`src/rtl/machine_timer.sv`:
```
// Memory-mapped RISC-V machine timer: a 64-bit mtime counter advanced by a
// clock prescaler, a 64-bit mtimecmp compare register, byte-lane writes,
// registered reads with a tear-free high-word shadow, and the mip.MTIP flag.
module machine_timer #(
  parameter logic [31:0] BASE_ADDRESS = 32'h80000000,
  parameter int          PRESCALE     = 24
) (
  input  logic        clk24,
  input  logic        reset,
  input  logic [31:0] memory_address,
  input  logic [31:0] memory_write_value,
  input  logic [3:0]  memory_write_sections,
  output logic [31:0] read_value,
  output logic        read_hit,
  output logic        mip_mtip
);

  localparam logic [15:0] PRE_MAX  = 16'(PRESCALE - 1);
  localparam logic [29:0] BASE_W   = BASE_ADDRESS[31:2];
  localparam logic [29:0] W_MTIME  = BASE_W + 30'd0;
  localparam logic [29:0] W_MTIMEH = BASE_W + 30'd1;
  localparam logic [29:0] W_CMP    = BASE_W + 30'd2;
  localparam logic [29:0] W_CMPH   = BASE_W + 30'd3;

  // Enabled byte lanes take the new data, the others keep the old value.
  function automatic logic [31:0] lane_merge(input logic [31:0] old_v,
                                             input logic [31:0] new_v,
                                             input logic [3:0]  sec);
    logic [31:0] res;
    res = old_v;
    for (int i = 0; i < 4; i++) begin
      if (sec[i]) begin
        res[8*i +: 8] = new_v[8*i +: 8];
      end else begin
        res[8*i +: 8] = old_v[8*i +: 8];
      end
    end
    return res;
  endfunction

  logic [63:0] r_mtime;
  logic [63:0] r_mtimecmp;
  logic [15:0] r_prescale;
  logic [31:0] r_shadow;
  logic [31:0] r_read_value;
  logic        r_read_hit;

  logic [29:0] w_word;
  logic        w_write;
  logic        w_sel_lo;
  logic        w_sel_hi;
  logic        w_sel_cmp;
  logic        w_sel_cmph;
  logic        w_tick;
  logic        w_unused_addr_lsb;

  assign w_word            = memory_address[31:2];
  assign w_unused_addr_lsb = ^memory_address[1:0];
  assign w_write           = (memory_write_sections != 4'b0000);
  assign w_sel_lo          = (w_word == W_MTIME);
  assign w_sel_hi          = (w_word == W_MTIMEH);
  assign w_sel_cmp         = (w_word == W_CMP);
  assign w_sel_cmph        = (w_word == W_CMPH);
  assign w_tick            = (r_prescale == PRE_MAX);

  // mtime and prescaler: a write to either mtime half beats the tick and restarts the prescaler.
  always_ff @(posedge clk24 or posedge reset) begin
    if (reset) begin
      r_mtime    <= 64'd0;
      r_prescale <= 16'd0;
    end else if (w_write && (w_sel_lo || w_sel_hi)) begin
      r_prescale <= 16'd0;
      if (w_sel_lo) begin
        r_mtime[31:0] <= lane_merge(r_mtime[31:0], memory_write_value, memory_write_sections);
      end else begin
        r_mtime[63:32] <= lane_merge(r_mtime[63:32], memory_write_value, memory_write_sections);
      end
    end else if (w_tick) begin
      r_prescale <= 16'd0;
      r_mtime    <= r_mtime + 64'd1;
    end else begin
      r_prescale <= r_prescale + 16'd1;
    end
  end

  // mtimecmp: byte-lane writes to either half, otherwise hold.
  always_ff @(posedge clk24 or posedge reset) begin
    if (reset) begin
      r_mtimecmp <= 64'hFFFFFFFFFFFFFFFF;
    end else if (w_write && w_sel_cmp) begin
      r_mtimecmp[31:0] <= lane_merge(r_mtimecmp[31:0], memory_write_value, memory_write_sections);
    end else if (w_write && w_sel_cmph) begin
      r_mtimecmp[63:32] <= lane_merge(r_mtimecmp[63:32], memory_write_value, memory_write_sections);
    end else begin
      r_mtimecmp <= r_mtimecmp;
    end
  end

  // Registered read port; reading MTIME snapshots the high word so a following MTIMEH read cannot tear.
  always_ff @(posedge clk24 or posedge reset) begin
    if (reset) begin
      r_read_value <= 32'd0;
      r_read_hit   <= 1'b0;
      r_shadow     <= 32'd0;
    end else begin
      r_read_hit <= w_sel_lo | w_sel_hi | w_sel_cmp | w_sel_cmph;
      if (w_sel_lo) begin
        r_shadow <= r_mtime[63:32];
      end else begin
        r_shadow <= r_shadow;
      end
      case (1'b1)
        w_sel_lo:   r_read_value <= r_mtime[31:0];
        w_sel_hi:   r_read_value <= r_shadow;
        w_sel_cmp:  r_read_value <= r_mtimecmp[31:0];
        w_sel_cmph: r_read_value <= r_mtimecmp[63:32];
        default:    r_read_value <= 32'd0;
      endcase
    end
  end

  assign read_value = r_read_value;
  assign read_hit   = r_read_hit;
  assign mip_mtip   = (r_mtime >= r_mtimecmp);

endmodule

```
`config.mk`:
```
export PLATFORM = sky130hd
export DESIGN_NAME = machine_timer
export DESIGN_NICKNAME = d
export VERILOG_FILES = /design/src/rtl/machine_timer.sv
export SDC_FILE = /design/constraint.sdc
export NUM_CORES = 1
export LEC_CHECK = 0
export CORE_UTILIZATION = 64
export DETAILED_ROUTE_END_ITERATION = 8
export PLACE_DENSITY = 0.87
export SYNTH_ARGS = -nofsm -noshare
export SYNTH_HDL_FRONTEND = slang
export SYNTH_SLANG_ARGS = --single-unit
```
`constraint.sdc`:
```
create_clock -name clk24 -period 17 [get_ports clk24]
set_input_delay 1.7 -clock clk24 [delete_from_list [all_inputs] [get_ports clk24]]
set_output_delay 1.7 -clock clk24 [all_outputs]
set_load 0.03 [all_outputs]
```
Word level (Yosys, flattened, before mapping)
Index checks and enable logic that the tools add are counted.

word-level totals
  register bits after elaboration = 209
  bits of input ports = 70
  logic and storage cells = 74

cells by class
  $add $sub $neg = 2
  $lt $le $gt $ge = 1
  equal/unequal tests = 11
  multiplexer cells = 14
  bitwise gates (word level) = 4
  reduce and logical (&&, ||, !) cells = 22

operators with widths
  cell                     number
  $mux W32                 6
  $mux W64                 2
  $eq A30 B30 Y1 const B   4
  $add A64 B1 Y64 const B  1
  $ge A64 B64 Y1           1
  $reduce_and A3 Y1        12
  $mux W16                 2
  $mux W8                  4
  $add A16 B1 Y16 const B  1
  $eq A16 B5 Y1 const B    1
  $ne A2 B2 Y1 const B     6
  $reduce_and A2 Y1        4
  $reduce_bool A4 Y1       1
  $logic_and A1 B1 Y1      3
  $or A1 B1 Y1             3
  $reduce_bool A2 Y1       1
  $logic_or A1 B1 Y1       1
  $not A1 Y1               1

Longest topological paths before layout
Gate-level depths: netlist of run 1.

  word-level depth = 5
  gate-level depth with buffers = 10
  mapped depth without buffers = 8

Worst setup path before layout of run 1
No wires, ideal clock.

  kind = flip-flop to output port
  from = register r_mtimecmp[61]
  to = output port mip_mtip
  arrival time = 2.071 ns
  setup slack = 13.229 ns
  cell stages (with the launch flop) = 9
  cell sequence = dfstp_2 -> inv_1 -> ha_1 -> nand4_1 -> nor4_1 -> nand4_1 -> inv_1 -> nand3_1 -> o211ai_1

on the way
  longest elaborated chain between the ends = 1

RTL lines
  what                    RTL line  text
  start, declared         42        logic [63:0] r_mtimecmp;
  start signal, assigned  93        r_mtimecmp[63:32] <= lane_merge(r_mtimecmp[63:32], memory_write_value, memory_write_sections);
  start signal, assigned  95        r_mtimecmp <= r_mtimecmp;
  $ge A64 B64 Y1          124       assign mip_mtip = (r_mtime >= r_mtimecmp);
  end, declared           15        output logic mip_mtip

No other way between the ends.

Worst setup path in the final report of run 1
  from = register r_mtimecmp[62]
  to = output port mip_mtip

Same word-level chain as after synthesis.

==> results by group, run 1 <==
Clocking
  – Number of sinks driven by the clock tree: 209
  – Clock tree from TritonCTS: done
  – Longest Clk Path Bufs: 3
  – Maximum level of the CTS H-tree: 1
  – Later-pin clock latency in the skew report: around 0.52 ns
  – Clk Tree Root Cell: sky130_fd_sc_hd__clkbuf_16
  – Clk pin slew, worst setup/hold paths: 0.06 ns
  – Quantity of gates resized following cts: 0
  – CTS hold repair buffers: 0
  – Number of buffers added by the clock tree synthesis step: 23
  – Count of buffers added by post-CTS timing repair for setup: 0

Timing
  – Pin slew with the least headroom to its limit: around 1.2 ns
  – Setup repair after global routing missed its margin: false
  – Total Neg Setup Slack: 0 ns
  – Clock tree skew after final layout: approximately 0.0093 ns
  – Maximum clock frequency: 187.1 MHz
  – Final hold vios: 0
  – Slew Viols, Final: 0
  – Minimum clock period after layout: 5.345 ns
  – Worst-case headroom to the max-slew limit: between 10% and 20%
  – Finish-stage setup viols: 0
  – Worst-case hold slack: a little under 0.5 ns
  – Period utilisation layout: between 30% and 40%

Die
  – Die Wd: between 100 and 150 µm
  – Area of the core: between 15000 and 20000 µm²
  – Number of top-level pins: 104
  – Overall die height: ~140 µm
  – FP Rows: 50
  – Die outline area: slightly above 20000 µm²
  – Starting density of the core: between 60% and 70%

Worst setup path
  – Setup slack, reg-to-reg: approximately 14 ns
  – Endpoint required time on the critical path: approximately 15 ns
  – End of the worst register-to-register path: r_mtime[52]
  – Largest fanout of any net on the critical path: 3
  – FF-to-FF path depth: 6
  – Worst Setup End Kind: output pin
  – Crit path DAT: around 3.7 ns
  – CP startpoint kind: register
  – Worst R2R Start: r_mtime[30]
  – Critical setup path kind: reg -> out

Yosys
  – Top_reg_cell synth: sky130_fd_sc_hd__dfrtp_1
  – Number of flops mapped to enable cells by yosys: 0
  – Syn Area/Cell: 10.68 µm²
  – Synth Cell Area: ~13000 µm²
  – Synth cell types: 70
  – Synthesized Nets: 1308
  – Yosys warnings: 0
  – FF+latch count, synth: 209
  – FFs w/ async S/R, synth: 100.0%
  – Sequential-to-total area share from yosys stat: between 40% and 50%
  – Instance count of the mapped netlist: approximately 1200

Route
  – Routed via count: approximately 10000
  – Antenna violation net count after detailed routing: 0
  – Post-DR vias/cell: 6.715
  – Total wire length: 33.44 mm
  – Final routed DRC violation total: 0
  – Detailed-router iteration count before antenna repair: 6
  – DRT iter0 DRCs: around 1200
  – Detail-routed net length per standard cell: between 20 and 25 µm

Place
  – Port buffer count: approximately 100
  – Final RePlAce weighted congestion: 0.8834
  – Half-perimeter wire length after placement: between 20 and 25 mm
  – Inst Count DP: ~1500

Finish
  – Net total in the final layout: around 1400
  – Antenna Cells: 0
  – Most frequent standard cell in the layout excluding fill and tap cells: sky130_fd_sc_hd__dfrtp_1
  – Layout cell share with drive strength beyond 1: between 20 and 25%
  – Growth of design area from synthesis to finish: 15.01%
  – Final standard cell count with taps included and fillers excluded: between 1500 and 2000
  – Top library cells by usage in the layout, fill and taps aside: 145 x sky130_fd_sc_hd__dfrtp_1, 115 x sky130_fd_sc_hd__a21oi_1, 99 x sky130_fd_sc_hd__clkdlybuf4s50_1
  – Layout fillers: about 1200
  – Final Core Density: between 70% and 80%

GRT
  – Global-route wire length before repair: between 50 and 60 mm
  – Via count of the first global-routing pass: roughly 10000
  – Pin count of the biggest net entering global routing: 140
  – GR Util All Layers: between 30 and 40%
  – Initial antenna violation count: 0
  – Final global-route overflow total: 0

Power
  – Leakage Power: roughly 6.2 nW
  – Worst IR Drop VDD: a little under 0.07 mV
  – Tot Pwr: ~1.1 mW
  – Power density normalized to cell area: ~76 nW/µm²

Hold path
  – Hold path endpoint: r_prescale[0]
  – Cells on Worst Hold Path: 1
  – Startpoint of the worst hold path: r_prescale[0]
  – Path category of the worst min-delay check: reg -> reg

Outcome
  – Outcome: finished clean

Run
  – Max-cap check violation count: 0
-- how the worst max path moves through the flow --
stage,startpoint,endpoint,cells after the start
2_1_floorplan,reset,r_mtime[0],1
3_3_place_gp,memory_address[19],r_mtime[50],9
3_5_place_dp,memory_address[19],r_mtime[50],9
4_1_cts,r_mtimecmp[61],mip_mtip,9
5_1_grt,r_mtimecmp[17],mip_mtip,9
6_report,r_mtimecmp[62],mip_mtip,9
-- Yosys cell counts (6+ instances only) --
master	number	share of area (%)
sky130_fd_sc_hd__a21oi_1	115	4.6
sky130_fd_sc_hd__clkbuf_1	21	0.63
sky130_fd_sc_hd__o31ai_1	16	0.96
sky130_fd_sc_hd__xor2_1	7	0.49
sky130_fd_sc_hd__xnor2_1	7	0.49
sky130_fd_sc_hd__nor4_1	19	0.95
sky130_fd_sc_hd__or3_1	10	0.50
sky130_fd_sc_hd__nand2_1	70	2.1
sky130_fd_sc_hd__a2bb2oi_1	7	0.49
sky130_fd_sc_hd__or4_1	6	0.36
sky130_fd_sc_hd__nor2_1	53	1.6
sky130_fd_sc_hd__buf_1	8	0.24
sky130_fd_sc_hd__mux2_2	84	7.6
sky130_fd_sc_hd__inv_1	84	2.5
sky130_fd_sc_hd__nand3_1	37	1.5
sky130_fd_sc_hd__nor3_1	9	0.36
sky130_fd_sc_hd__o22ai_1	28	1.4
sky130_fd_sc_hd__dfstp_2	64	13
sky130_fd_sc_hd__buf_2	19	0.76
sky130_fd_sc_hd__o22a_1	9	0.63
sky130_fd_sc_hd__and3_1	45	2.2
sky130_fd_sc_hd__mux4_2	32	5.8
sky130_fd_sc_hd__a31oi_1	6	0.30
sky130_fd_sc_hd__a21o_1	16	0.96
sky130_fd_sc_hd__dfrtp_1	145	29
sky130_fd_sc_hd__ha_1	66	6.6
sky130_fd_sc_hd__buf_6	6	0.54
sky130_fd_sc_hd__nand4_1	34	1.7
sky130_fd_sc_hd__mux2_4	8	0.96
sky130_fd_sc_hd__o21ai_0	43	1.7
sky130_fd_sc_hd__and4_1	10	0.70
-- power by group --
part / total (mW) / internal (mW) / switching, mW
clock: 0.542 / 0.338 / 0.204
combinational: 0.0470 / 0.0203 / 0.0266
sequential: 0.498 / 0.498 / 0.00000198
total: 1.09 / 0.856 / 0.231
-- layer usage --
layer  vias up  track usage, %  part of all wire [%]
met2       546           54.96                    47
met3       117           6.851                   9.0
met5         -               0                     0
met4         0           14.37                   4.1
met1      5005           46.76                    40
li1       4545               -                     -
-- logic make-up (layout without fill, tap and decap cells) --
| family | count (synthesis) | in the layout | share of synthesized area, % |
|---|---|---|---|
| AOI/OAI and AO/OA | 291 | 291 | 15.17 |
| buffers and inverters | 148 | 237 | 5.549 |
| adders and majority gates | 66 | 66 | 6.599 |
| xor gates and xnor gates | 14 | 14 | 0.9799 |
| muxes | 125 | 125 | 14.36 |
| and+or+nand+nor | 319 | 319 | 14.91 |
| DFF | 209 | 209 | 42.44 |
-- per-stage QoR --
step,worst slack [ns],instance area [µm²]
6_report,11.65,14390
5_1_grt,11.51,14390
4_1_cts,11.71,14390
3_5_place_dp,11.68,13560
3_3_place_gp,11.75,13560
2_1_floorplan,9.697,12510
-- layout make-up --
type	count	area, µm²	share of cell area [%]
clock buffers	31	675.6	4.695
inverters	84	322.8	2.243
clock inverters	10	152.6	1.061
repair buffers	112	1084	7.529
multi-input cells	815	6521	45.31
well taps	260	325.3	2.260
flip-flops and latches	209	5310	36.90
-- critical path, stage by stage, from the launching register on --
cell and delay [ns]:
sky130_fd_sc_hd__dfstp_2 0.54, sky130_fd_sc_hd__inv_1 0.05, sky130_fd_sc_hd__ha_1 0.30, sky130_fd_sc_hd__nand4_1 0.24
sky130_fd_sc_hd__nor4_1 0.53, sky130_fd_sc_hd__nand4_1 0.17, sky130_fd_sc_hd__inv_1 0.11, sky130_fd_sc_hd__nand3_1 0.07
sky130_fd_sc_hd__o211ai_1 0.36, sky130_fd_sc_hd__clkdlybuf4s50_1 0.74
-- registers in the layout, indices dropped and copies added (netlist names) --
register / count
r_mtime: 64
read_hit: 1
r_mtimecmp: 64
read_value: 32
r_prescale: 16
r_shadow: 32
Note: power is estimated with default switching activity, not from simulation.
==> run 2: changes to the inputs <==
--- a/config.mk
+++ b/config.mk
@@ -5,9 +5,9 @@
 export SDC_FILE = /design/constraint.sdc
 export NUM_CORES = 1
 export LEC_CHECK = 0
-export CORE_UTILIZATION = 64
+export CORE_UTILIZATION = 59
 export DETAILED_ROUTE_END_ITERATION = 8
-export PLACE_DENSITY = 0.87
+export PLACE_DENSITY = 0.81
 export SYNTH_ARGS = -nofsm -noshare
 export SYNTH_HDL_FRONTEND = slang
 export SYNTH_SLANG_ARGS = --single-unit
==> constraint.sdc (replaced) <==
create_clock -name clk24 -period 5.4 [get_ports clk24]
set_input_delay 0.54 -clock clk24 [delete_from_list [all_inputs] [get_ports clk24]]
set_output_delay 0.54 -clock clk24 [all_outputs]
set_load 0.03 [all_outputs]
==> run 2 against run 1 <==
Count of clock-buffer cells in the layout rose by 7. Clock skew up 0.0056 ns. Hold slack improved by 0.0021 ns. Largest cell class unchanged. Highest routed layer unchanged.
==> results by group, run 2 (synthesis gave the netlist of run 1 again) <==
Power
  – Worst IR Drop VDD: ~0.24 mV
  – Power density normalized to cell area: approximately 230 nW/µm²
  – Leakage Power: slightly above 6 nW
  – Tot Pwr: 3.379 mW

Die
  – Overall die height: 147.6 µm
  – FP Rows: 52
  – Area of the core: ~20000 µm²
  – Die outline area: approximately 22000 µm²
  – Starting density of the core: between 60% and 70%
  – Number of top-level pins: 104
  – Die Wd: about 150 µm

Worst setup path
  – Worst R2R Start: r_mtime[30]
  – Largest fanout of any net on the critical path: 3
  – FF-to-FF path depth: 6
  – Crit path DAT: roughly 3.7 ns
  – End of the worst register-to-register path: r_mtime[61]
  – Setup slack, reg-to-reg: between 2 and 2.5 ns
  – Critical setup path kind: reg -> out
  – CP startpoint kind: register
  – Worst Setup End Kind: output pin
  – Endpoint required time on the critical path: around 4.9 ns

Finish
  – Register area: 5310 µm²
  – Registers with the most flip-flops: r_mtime: 64 flops, r_mtimecmp: 64 flops
  – Layout fillers: approximately 1500
  – Footprint of the multi-input gates: about 6500 µm²
  – Final Cell Area: 14440 µm²
  – Layout cell share with drive strength beyond 1: between 20% and 30%
  – Net total in the final layout: 1386
  – Final Core Density: 70.46%
  – Most frequent standard cell in the layout excluding fill and tap cells: sky130_fd_sc_hd__dfrtp_1
  – Growth of design area from synthesis to finish: 15.41%
  – Top library cells by usage in the layout, fill and taps aside: 145 x sky130_fd_sc_hd__dfrtp_1, 115 x sky130_fd_sc_hd__a21oi_1, 99 x sky130_fd_sc_hd__clkdlybuf4s50_1
  – Final standard cell count with taps included and fillers excluded: approximately 1500

Route
  – Antenna violation net count after detailed routing: 0
  – Detail-routed net length per standard cell: 21.12 µm
  – Post-DR vias/cell: 6.545
  – Routed via count: ~10000
  – Detailed-router iteration count before antenna repair: 5
  – Total wire length: roughly 32 mm
  – Final routed DRC violation total: 0
  – DRT iter0 DRCs: about 770

Timing
  – Pin slew with the least headroom to its limit: approximately 1 ns
  – Final hold vios: 0
  – Clock tree skew after final layout: 0.01496 ns
  – Setup repair after global routing missed its margin: false
  – Total Neg Setup Slack: 0 ns
  – Period utilisation layout: approximately four fifths
  – Setup slack of the critical path after layout: approximately 1.1 ns
  – Minimum clock period after layout: between 4 and 5 ns
  – Slew Viols, Final: 0
  – Finish-stage setup viols: 0
  – Worst-case hold slack: about 0.49 ns
  – Worst-case headroom to the max-slew limit: around a third
  – Maximum clock frequency: about 230 MHz

Clocking
  – Number of sinks driven by the clock tree: approximately 210
  – Number of buffers added by the clock tree synthesis step: 24
  – Maximum level of the CTS H-tree: 1
  – Quantity of gates resized following cts: 0
  – Count of buffers added by post-CTS timing repair for setup: 0
  – CTS hold repair buffers: 0
  – Later-pin clock latency in the skew report: between 0.5 and 0.6 ns
  – Clk Tree Root Cell: sky130_fd_sc_hd__clkbuf_16
  – Clock tree from TritonCTS: done
  – Longest Clk Path Bufs: 3
  – Clk pin slew, worst setup/hold paths: around 0.06 ns

GRT
  – GR Util All Layers: 30.83%
  – Final global-route overflow total: 0
  – Pin count of the biggest net entering global routing: between 150 and 200
  – Global-route wire length before repair: 52.76 mm
  – Via count of the first global-routing pass: 9887
  – Initial antenna violation count: 1

Hold path
  – Cells on Worst Hold Path: 2
  – Startpoint of the worst hold path: r_mtimecmp[24]
  – Hold path endpoint: r_mtimecmp[24]
  – Path category of the worst min-delay check: reg -> reg

Place
  – DP Area: about 14000 µm²
  – Inst Count DP: around 1500
  – Half-perimeter wire length after placement: 22.23 mm
  – Final RePlAce weighted congestion: 0.8607
  – Post-placement setup slack: ~1.5 ns
  – Port buffer count: between 100 and 150

Outcome
  – Outcome: finished clean

Run
  – Max-cap check violation count: 0
[run 2: cell count changes in the layout (fill, tap and decap cells not counted), moves of 2 or more]
cell                        change
sky130_fd_sc_hd__clkbuf_1       +6
sky130_fd_sc_hd__buf_4          +3
sky130_fd_sc_hd__bufinv_16      -2
sky130_fd_sc_hd__clkbuf_16      +2
sky130_fd_sc_hd__clkinv_2       -2
sky130_fd_sc_hd__buf_12         +2
[run 2: how the worst max path moves through the flow]
stage | to | slack, ns | startpoint
after floorplan | r_mtime[0] | 2.20 | reset
after global placement | r_mtime[42] | 1.54 | memory_address[19]
after detailed placement | r_mtime[42] | 1.47 | memory_address[19]
after CTS | mip_mtip | 1.22 | r_mtimecmp[61]
after global routing | mip_mtip | 1.01 | r_mtimecmp[61]
final | mip_mtip | 1.14 | r_mtimecmp[17]
[run 2: worst max-delay path: stages (launching register included)]
cell and delay, ns:
sky130_fd_sc_hd__dfstp_2 0.53, sky130_fd_sc_hd__inv_1 0.04, sky130_fd_sc_hd__ha_1 0.28, sky130_fd_sc_hd__a21oi_1 0.15, sky130_fd_sc_hd__o21ai_0 0.31, sky130_fd_sc_hd__a221oi_1 0.37
sky130_fd_sc_hd__o21ai_0 0.23, sky130_fd_sc_hd__a221oi_1 0.41, sky130_fd_sc_hd__o211ai_1 0.24, sky130_fd_sc_hd__clkdlybuf4s50_1 0.65
[run 2: metal layers]
layer | GRT usage (%) | wire, µm | vias up
met2 | 49.46 | 15270 | 441
met4 | 11.24 | 1058 | 0
met1 | 41.73 | 13440 | 4989
met3 | 6.142 | 2701 | 80
li1 | - | - | 4556
met5 | 0 | 0 | -
[run 2: final cells by class]
cell class                      instances  share of cell area [%]
Multi-Input combinational cell        815                   45.16
Sequential cell                       209                   36.77
Timing Repair Buffer                  116                   7.902
Clock buffer                           38                   5.086
Tap cell                              270                   2.339
Inverter                               84                   2.209
Clock inverter                          5                  0.5198
Antenna cell                            1                 0.01733
[run 2: power by group]
part	internal, mW	total, mW	switching [mW]
combinational	0.0655	0.148	0.0826
sequential	1.57	1.57	0.00000614
clock	1.02	1.66	0.640
total	2.66	3.38	0.722
